[src/rtl/byte_ram_lsu_bridge.sv]
// Load/store sequencer for a byte-wide RAM: splits byte/half/word requests
// into single-byte RAM cycles and returns one extended, little-endian response.
module byte_ram_lsu_bridge #(
  parameter int SIZE       = 4096,
  parameter int ADDR_WIDTH = $clog2(SIZE)
) (
  input  logic                  clk,
  input  logic                  rst,
  // Handshake: a request transfers on a rising edge where req_valid && req_ready;
  // req_ready is high only in IDLE, and req_* are ignored whenever it is low.
  // resp_valid is a one-cycle strobe with no backpressure.
  input  logic                  req_valid,
  output logic                  req_ready,
  input  logic                  req_write,
  input  logic [1:0]            req_size,
  input  logic                  req_unsigned,
  input  logic [31:0]           req_addr,
  input  logic [31:0]           req_wdata,
  output logic                  resp_valid,
  output logic                  resp_err,
  output logic [31:0]           resp_rdata,
  output logic [ADDR_WIDTH-1:0] ram_addr,
  output logic [7:0]            ram_wdata,
  output logic                  ram_wenable,
  input  logic [7:0]            ram_rdata,
  output logic [1:0]            o_dbg_state
);

  typedef enum logic [1:0] {
    S_IDLE = 2'd0,
    S_XFER = 2'd1,
    S_RESP = 2'd2
  } state_t;

  state_t                r_state;
  logic                  r_write;
  logic                  r_unsigned;
  logic                  r_err;
  logic [1:0]            r_size;
  logic [1:0]            r_cnt;
  logic [1:0]            r_last;
  logic [ADDR_WIDTH-1:0] r_addr;
  logic [31:0]           r_wdata;
  logic [31:0]           r_buf;

  logic [32:0]           w_nbytes;
  logic [32:0]           w_end;
  logic [1:0]            w_last;
  logic                  w_err;
  logic                  w_sign;

  // Range check is done at 33 bits so an address near 2^32 cannot wrap into range.
  always_comb begin
    w_last   = 2'd0;
    w_nbytes = 33'd1;
    case (req_size)
      2'd1: begin
        w_last   = 2'd1;
        w_nbytes = 33'd2;
      end
      2'd2: begin
        w_last   = 2'd3;
        w_nbytes = 33'd4;
      end
      default: ;
    endcase
    w_end = {1'b0, req_addr} + w_nbytes;
    w_err = (req_size == 2'd3)
          | ((req_size == 2'd1) & req_addr[0])
          | ((req_size == 2'd2) & (|req_addr[1:0]))
          | (w_end > 33'(SIZE));
  end

  always_ff @(posedge clk) begin
    if (rst) begin
      r_state    <= S_IDLE;
      r_write    <= 1'b0;
      r_unsigned <= 1'b0;
      r_err      <= 1'b0;
      r_size     <= 2'd0;
      r_cnt      <= 2'd0;
      r_last     <= 2'd0;
      r_addr     <= '0;
      r_wdata    <= 32'd0;
      r_buf      <= 32'd0;
    end else begin
      case (r_state)
        S_IDLE: begin
          if (req_valid) begin
            r_write    <= req_write;
            r_size     <= req_size;
            r_unsigned <= req_unsigned;
            r_addr     <= req_addr[ADDR_WIDTH-1:0];
            r_wdata    <= req_wdata;
            r_cnt      <= 2'd0;
            r_last     <= w_last;
            r_err      <= w_err;
            r_buf      <= 32'd0;
            r_state    <= w_err ? S_RESP : S_XFER;
          end
        end
        S_XFER: begin
          if (!r_write) begin
            r_buf[{r_cnt, 3'b000} +: 8] <= ram_rdata;
          end
          r_cnt <= r_cnt + 2'd1;
          if (r_cnt == r_last) begin
            r_state <= S_RESP;
          end
        end
        S_RESP: begin
          r_cnt   <= 2'd0;
          r_state <= S_IDLE;
        end
        default: r_state <= S_IDLE;
      endcase
    end
  end

  assign w_sign = ~r_unsigned & ((r_size == 2'd0) ? r_buf[7] : r_buf[15]);

  // Every output below depends only on registered state.
  always_comb begin
    req_ready   = (r_state == S_IDLE);
    resp_valid  = (r_state == S_RESP);
    resp_err    = (r_state == S_RESP) & r_err;
    resp_rdata  = 32'd0;
    ram_addr    = '0;
    ram_wdata   = 8'd0;
    ram_wenable = 1'b0;
    if ((r_state == S_RESP) && !r_err && !r_write) begin
      case (r_size)
        2'd0:    resp_rdata = {{24{w_sign}}, r_buf[7:0]};
        2'd1:    resp_rdata = {{16{w_sign}}, r_buf[15:0]};
        default: resp_rdata = r_buf;
      endcase
    end
    if (r_state == S_XFER) begin
      ram_addr    = r_addr + ADDR_WIDTH'(r_cnt);
      ram_wenable = r_write;
      if (r_write) begin
        ram_wdata = r_wdata[{r_cnt, 3'b000} +: 8];
      end
    end
  end

  assign o_dbg_state = r_state;

endmodule

[config.mk]
export PLATFORM = sky130hd
export DESIGN_NAME = byte_ram_lsu_bridge
export DESIGN_NICKNAME = d
export VERILOG_FILES = /design/src/rtl/byte_ram_lsu_bridge.sv
export SDC_FILE = /design/constraint.sdc
export NUM_CORES = 1
export LEC_CHECK = 0
export CELL_PAD_IN_SITES_DETAIL_PLACEMENT = 1
export CELL_PAD_IN_SITES_GLOBAL_PLACEMENT = 1
export CORE_MARGIN = 2
export CORE_UTILIZATION = 38
export CTS_CLUSTER_SIZE = 30
export DETAILED_ROUTE_END_ITERATION = 7
export PLACE_DENSITY = 0.87
export SLEW_MARGIN = 20
export SYNTH_ARGS = -nofsm -noshare
export SYNTH_HDL_FRONTEND = slang
export SYNTH_SLANG_ARGS = --single-unit
[constraint.sdc]
create_clock -name clk -period 8.1 [get_ports clk]
set_input_delay 1.62 -clock clk [delete_from_list [all_inputs] [get_ports clk]]
set_output_delay 1.62 -clock clk [all_outputs]
set_load 0.005 [all_outputs]
Word level (Yosys, flattened, before mapping)
Index checks and enable logic that the tools add are counted.
{"block": "word_totals", "input_bits": 79, "register_bits": 87}
{"block": "op_classes", "shift": 3, "addsub": 4, "bitwise_logic": 8, "muxes": 19, "n_reduce_logical": 13, "n_eq_ne": 10, "magnitude_cmp": 1}
{"op": "$pmux 32 s2", "n": 2}
{"op": "$mux 32", "n": 3}
{"op": "$add 32x33->33", "n": 1}
{"op": "$gt 33x13->1 const B", "n": 1}
{"op": "$bwmux 32", "n": 1}
{"op": "$shift 8x7->32 const A", "n": 1}
{"op": "$shiftx 32x6->8", "n": 1}
{"op": "$shiftx 8x7->32", "n": 1}
{"op": "$mux 8", "n": 2}
{"op": "$add 12x2->12", "n": 1}
{"op": "$mux 12", "n": 1}
{"op": "$mux 2", "n": 4}
{"op": "$pmux 2 s2", "n": 2}
{"op": "$neg 5->7", "n": 1}
{"op": "$eq 2x1->1 const B", "n": 3}
{"op": "$eq 2x2->1 const B", "n": 3}
{"op": "$ne 2x2->1 const B", "n": 3}
{"op": "$pmux 2 s3", "n": 1}
{"op": "$pmux 3 s2", "n": 1}
{"op": "$reduce_and 2->1", "n": 3}
{"op": "$and 1x1->1", "n": 4}
{"op": "$logic_not 2->1", "n": 2}
{"op": "$or 1x1->1", "n": 3}
{"op": "$reduce_and 3->1", "n": 1}
{"op": "9 further kinds", "n": 12}

Logic depth before layout (Yosys ltp)
Gate-level depths: netlist of run 1.
{"block": "logic_depth", "depth_word": 8, "mapped_depth": 12, "depth_no_buf": 11}

Least setup slack after synthesis of run 1
No wires, ideal clock.
{"block": "synth_timing", "path_kind": "input to register", "startpoint": "in req_size[0]", "endpoint": "reg r_state[1] (netlist: o_dbg_state[1])", "slack_ns": 4.021, "stages": 12, "required_time_ns": 7.963, "setup_time_ns": 0.137, "arrival_ns": 3.942, "path_buffers": 1, "path_cell_list": "inv_1 ha_1 ha_1 fa_1 a21o_1 nor4b_4 buf_6 a21o_2 a221oi_2 nand3_2 nor4_4 a2111oi_1"}
{"block": "synth_between", "elab_chain_len": 8, "word_cells_on_any_way": 14}
{"item": "start, declared", "line_no": "15", "text": "input logic [1:0] req_size,"}
{"item": "$eq 2x2->1 / $eq 2x1->1 (equally long branches)", "line_no": "56, 70, 69"}
{"item": "$pmux 3 s2 / $and 1x1->1 (equally long branches)", "line_no": "56, 69"}
{"item": "$add 32x33->33 / $or 1x1->1 (equally long branches)", "line_no": "67, 69"}
{"item": "$gt 33x13->1 / $or 1x1->1 (equally long branches)", "line_no": "71, 70"}
{"item": "$or 1x1->1 *", "line_no": "71", "text": "| (w_end > 33'(SIZE));"}
{"item": "$mux 2 *", "line_no": "99", "text": "r_state <= w_err ? S_RESP : S_XFER;"}
{"item": "$mux 2 *", "line_no": "89", "text": "if (req_valid) begin"}
{"item": "$pmux 2 s2 *", "line_no": "87", "text": "case (r_state)"}
{"item": "end signal, assigned", "line_no": "99"}
{"item": "end, declared", "line_no": "35", "text": "state_t r_state;"}
Every way passes the cells marked *; elsewhere a longest branch is shown, timed or not. The select of a mux whose other input is x is not followed.
A chain may end at the register's enable or synchronous reset.

Worst setup path in the final report of run 1
Same ends and word-level chain as after synthesis.

==> results.cfg, run 1 <==
[clocking]
clockBufferDepth = 2
postCtsSetupRepairBufs = 0
cts_hold_buf = 0
cts_made_buffers = 9
cts-root-buf = clkbuf_16
clock_sinks = 87
htree_levels = 3
clkTransAtPathRegs_ns = 0.06
cts_tree = done
clkLatencyLatePin_ns = 0.34
cts-resized-gates = 0

[routing]
route.detailed.drc = 0
met1_length_um = 6629
wl_per_cell_um = 17.07
wl_met2_um = 8111
dr.pass1.iters = 4
dr.first_iter.drc_count = 223
top_layer = met4
drt-total-wl_um = 15950
viasPerCell = 5.482
detail-route-antenna-nets = 0
num_vias = 5120
wl_met3_um = 806

[layout]
drive_gt1_share_pct = 6.562
fin_cells = 934
fillers = 1588
insertedDiodeCount = 0
syn2layout_area_growth_pct = 34.45
fin_nets = 852
final_cell_area_sq_mm = 0.006724

[placed_design]
placed_area_sq_mm = 0.006410
dp_hpwl_um = 11840
place_inst = 919
gp_congestion = 0.8814
io_buffer_count = 136

[die]
start_util_pct = 39.31
die_area_sq_mm = 0.01409
die_w_um = 118.7
num_rows = 41
io_pins = 137
core_sq_mm = 0.01272
dieHeight_um = 118.7

[timing]
period_share_pct = 59.78
worstMarginPinSlew_ns = 0.9753
tns_ns = 0
rsz0062_at_grt = false
finalHoldViolations = 0
fin_worst_skew_ns = 0.006531
fin_crit_ns = 4.842
setup_violations = 0
whs_ns = 0.4556
fmax_ghz = 0.2065
drv_slew = 0
slew_headroom_pct = 34.89

[status]
outcome = complete, no violations

[pwr]
peakVddDrop_uv = 79.26
combPwrFrac_pct = 17.8
p_switching_mw = 0.3000
clkPwrFrac_pct = 39.5
powerDensity_mw_per_mm2 = 164.2
pwr-share-seq_pct = 42.7
switching_share_pct = 27.18
p_leak_nw = 2.376
intPower_mw = 0.8040

[setup_path]
reg2reg_slack_ns = 5.31
r2r_start = o_dbg_state[0]$_SDFFE_PP0P_
rr_worst_depth = 6
critPathMaxStageDelay_ns = 0.61
crit_required_ns = 8.28
cp-endpoint = o_dbg_state[1]$_SDFFE_PP0P_
crit_top_cell = ha_1
slowest_stage = clkdlybuf4s50_1
r2r-end = r_buf[31]$_SDFFE_PP0P_
cp-startpoint = req_size[0]
crit_path_end_kind = flop
arrival_ns = 5.02
cp_max_fo = 12
crit_type = input pin to flop
cp_cell_sequence = clkdlybuf4s50_1 -> inv_1 -> ha_1 -> ha_1 -> fa_1 -> a21o_1 -> nor4b_4 -> o2111ai_2 -> a221oi_2 -> nand3_2 -> nor4_4 -> a2111oi_1
startpoint_type = input pin

[synth]
yosys-top-cells-count = nand2_1, a21oi_1, dfxtp_1, nor2_1, clkbuf_1
synth_seq_cells = 87
syn_area_sq_mm = 0.005001
synthCells = 650
synth_top_area_share_pct = 34.83
yosysWarnings = 0
synth_most_common_cell = nand2_1
synthTopCellsByArea = dfxtp_1, nand2_1, a21oi_1
ys_async_sr_fraction_pct = 0
synth-edff-count = 0
synth_top_area_cell = dfxtp_1
syn_nets = 744
ys_types = 66
synthFlopType = dfxtp_1
avgSynthCellArea_sq_um = 7.694
yosysSeqAreaShare_pct = 34.83

[global_route]
antenna_found_initial = 0
grt_pass1_wl_um = 26100
grt_pass1_vias = 5376
grt_max_degree = 89
grt_usage_pct = 22.56
gr-total-overflow = 0

[run]
drv_cap = 0

[min_path]
hp-class = flop to flop
holdPathStages = 2
critical path, delay by kind of cell:
family | cells | cell delay, ns
buffers and inverters | 2 | 0.70
and+or+nand+nor | 3 | 1.03
AOI/OAI and AO/OA | 4 | 0.93
adders and majority gates | 3 | 0.74
registers in the layout (all words and copies together) (netlist names), 2 cells and up:
name	count
r_cnt	2
r_wdata	32
r_addr	12
o_dbg_state	2
r_size	2
r_last	2
r_buf	32
stage by stage:
stage | utilization, % | power (mW) | setup slack [ns]
2_1_floorplan | - | 0.5815 | 4.021
3_3_place_gp | 50.38 | 0.6648 | 3.127
3_5_place_dp | 50.38 | 0.6751 | 2.930
4_1_cts | 52.82 | 1.113 | 3.225
5_1_grt | 52.85 | 1.156 | 3.004
6_report | 52.85 | 1.104 | 3.258
worst min path at each step:
stage	start	end	slack, ns
floorplan	r_buf[0]$_SDFFE_PP0P_	r_buf[0]$_SDFFE_PP0P_	0.43
global placement	r_buf[6]$_SDFFE_PP0P_	r_buf[6]$_SDFFE_PP0P_	0.43
detailed placement	r_buf[6]$_SDFFE_PP0P_	r_buf[6]$_SDFFE_PP0P_	0.45
CTS	r_buf[4]$_SDFFE_PP0P_	r_buf[4]$_SDFFE_PP0P_	0.46
global route	r_wdata[22]$_SDFFE_PP0P_	r_wdata[22]$_SDFFE_PP0P_	0.48
finish	r_buf[4]$_SDFFE_PP0P_	r_buf[4]$_SDFFE_PP0P_	0.46
cells by family (layout without fill, tap and decap cells):
group,count (synthesis),after routing,share of synthesized area (%)
and+or+nand+nor,289,289,28.55
muxes,9,9,3.803
AOI/OAI and AO/OA,169,169,20.44
adders and majority gates,15,15,4.053
buffers and inverters,65,177,5.379
xor gates and xnor gates,16,16,2.952
DFF,87,87,34.83
final cells by class:
cell class                 count  area [sq um]  area share (%)
clock inverter                 5         81.33           1.210
tap                          172         215.2           3.201
timing repair buffer         138          1371           20.39
clock buffer                  10         229.0           3.405
sequential                    87          1742           25.90
multi-input combinational    498          2995           44.55
inverter                      24         90.09           1.340
routing by layer:
metal | up-vias | track usage (%)
li1 | 2487 | -
met1 | 2456 | 26.29
met2 | 147 | 40.37
met3 | 30 | 4.344
met4 | 0 | 9.003
met5 | - | 0
power by group through the flow:
stage	Sequential, mW	Combinational, mW	Clock [mW]
6_report	0.471	0.196	0.436
5_1_grt	0.474	0.215	0.466
4_1_cts	0.471	0.197	0.444
3_5_place_dp	0.480	0.195	0
3_3_place_gp	0.478	0.187	0
2_1_floorplan	0.468	0.114	0
placed cells by master, fill, tap and decap left out, types with 9 or more instances in the layout:
master / instances
ha_1: 13
and2_1: 16
inv_1: 24
clkbuf_16: 9
nor2_1: 39
and3_1: 11
nand2_1: 141
xor2_1: 9
dfxtp_1: 87
nand4_1: 9
nand3_1: 29
a21oi_1: 103
clkdlybuf4s50_1: 135
a22oi_1: 17
nor3_1: 10
(Power assumes the default switching activity.)
==> run 2, diff against run 1 <==
- CORE_UTILIZATION: 38 -> 32
- PLACE_DENSITY: 0.87 -> 0.78
- clock period: 8.1 -> 4.4 ns (I/O delays scaled with it)
==> run 2 against run 1 <==
Setup slack worse by 3.0 ns. Total power grew 75%. Utilization fell by 8.5 points. Die area increased by 18%. Sequential share of layout area decreased by 0.14 points. Sequential power rose by 83%. Sequential cell count did not move. Cell area rose by 0.56%. Routed wire length grew 3.1%. Non-clock buffer count up 4. Global-route usage down 2.9 points. Combinational power increased by 90%. Critical endpoint unchanged. Highest routed layer unchanged.
==> results.cfg, run 2 (synthesis gave the netlist of run 1 again) <==
[status]
outcome = complete, no violations

[layout]
drive_gt1_share_pct = 7.050
fillers = 1852
syn2layout_area_growth_pct = 35.20
reg.largest.list = r_buf: 32 flops, r_wdata: 32 flops, r_addr: 12 flops
fin_nets = 856
layout_commonest_cell = nand2_1
final_cell_area_sq_mm = 0.006761
insertedDiodeCount = 0
mostFrequentLayoutCells = nand2_1, clkdlybuf4s50_1, a21oi_1

[setup_path]
slowest_stage = nor4b_4
cp_max_fo = 12
crit_top_cell = ha_1
cp_top_family = simple AND/OR/NAND/NOR gates
crit_required_ns = 4.57
cp_cell_sequence = clkdlybuf4s50_1 -> inv_1 -> ha_1 -> ha_1 -> fa_1 -> a21o_1 -> nor4b_4 -> o2111ai_2 -> a221oi_2 -> nand3_2 -> nor4_4 -> a2111oi_1
cp-startpoint = req_size[0]
arrival_ns = 4.28
critPathMaxStageDelay_ns = 0.66
startpoint_type = input pin
worst-path-buf-inv = 2
r2r_start = o_dbg_state[0]$_SDFFE_PP0P_
crit_type = input pin to flop
crit_path_end_kind = flop

[die]
die_area_sq_mm = 0.01664
core_sq_mm = 0.01526
dieHeight_um = 129.0
io_pins = 137
num_rows = 45
start_util_pct = 32.78
die_w_um = 129.0

[timing]
drv_slew = 0
rsz0062_at_grt = false
finalHoldViolations = 0
slew_headroom_pct = 34.87
period_share_pct = 93.42
fin_crit_ns = 4.110
fmax_ghz = 0.2433
worstMarginPinSlew_ns = 0.9770
setup_violations = 0
fin_worst_skew_ns = 0.006043

[global_route]
grt_max_degree = 53
antenna_found_initial = 0
gr-total-overflow = 0
grt_usage_pct = 19.62
grt_pass1_wl_um = 26330
grt_pass1_vias = 5247

[clocking]
cts-root-buf = clkbuf_16
cts-resized-gates = 0
cts_hold_buf = 0
clock_sinks = 87
postCtsSetupRepairBufs = 0
cts_made_buffers = 9
clkLatencyLatePin_ns = 0.34
clockBufferDepth = 2
htree_levels = 3
cts_tree = done
clkTransAtPathRegs_ns = 0.06

[routing]
route.detailed.drc = 0
drt-total-wl_um = 16450
dr.pass1.iters = 4
viasPerCell = 5.227
detail-route-antenna-nets = 0
dr.first_iter.drc_count = 236
num_vias = 5107
wl_per_cell_um = 16.83

[placed_design]
dp_hpwl_um = 12630
io_buffer_count = 136
gp_congestion = 0.8963
placed_area_sq_mm = 0.006489

[pwr]
p_leak_nw = 2.372
powerDensity_mw_per_mm2 = 286.3
peakVddDrop_uv = 177.6
power_mw = 1.936

[min_path]
min-delay-start = r_wdata[29]$_SDFFE_PP0P_
hp-class = flop to flop

[run]
drv_cap = 0
[run 2: path summary, 6_finish.rpt]
kind                                      end  slack (ns)  cells past startpoint
setup reg to reg       r_buf[13]$_SDFFE_PP0P_        1.63                      6
setup / recovery  o_dbg_state[1]$_SDFFE_PP0P_        0.29                     12
hold / removal       r_wdata[29]$_SDFFE_PP0P_        0.45                      2
hold reg to reg      r_wdata[29]$_SDFFE_PP0P_        0.45                      2
[run 2: final cells by class]
class | instances | area [sq um] | area share (%)
Clock buffer | 9 | 225.2 | 3.331
Multi-Input combinational cell | 498 | 2992 | 44.25
Timing Repair Buffer | 142 | 1401 | 20.73
Inverter | 24 | 90.09 | 1.332
Sequential cell | 87 | 1742 | 25.76
Tap cell | 211 | 264.0 | 3.905
Clock inverter | 6 | 47.55 | 0.7032
[run 2: through the flow]
| step | util (%) | hold slack, ns | setup slack [ns] | instances | TNS (ns) |
|---|---|---|---|---|---|
| floorplan | - | 0.4273 | 1.061 | 650 | 0 |
| finish | 44.31 | 0.4536 | 0.2896 | 977 | 0 |
| global placement | 42.53 | 0.4367 | 0.1724 | 962 | 0 |
| global route | 44.31 | 0.4750 | 0.06087 | 977 | 0 |
| detailed placement | 42.53 | 0.4480 | -0.07160 | 962 | -0.09733 |
| CTS | 44.31 | 0.4566 | 0.2950 | 977 | 0 |
[run 2: power by group]
part | internal (mW) | switching, mW
Sequential | 0.826 | 0.0367
Clock | 0.383 | 0.318
Combinational | 0.161 | 0.211
[run 2: routing by layer]
metal | vias up | part of all wire, % | global-route usage, % | wire length, um
li1 | 2486 | - | - | -
met1 | 2486 | 45 | 24.91 | 7326
met2 | 110 | 50 | 34.27 | 8192
met3 | 25 | 3.4 | 2.271 | 565
met4 | 0 | 2.2 | 7.417 | 363
met5 | - | 0 | 0 | 0
[run 2: tightest hold or removal path: stages, from the launching register on]
cell and delay (ns):
dfxtp_1 0.31, nand2_1 0.05, a21oi_1 0.05
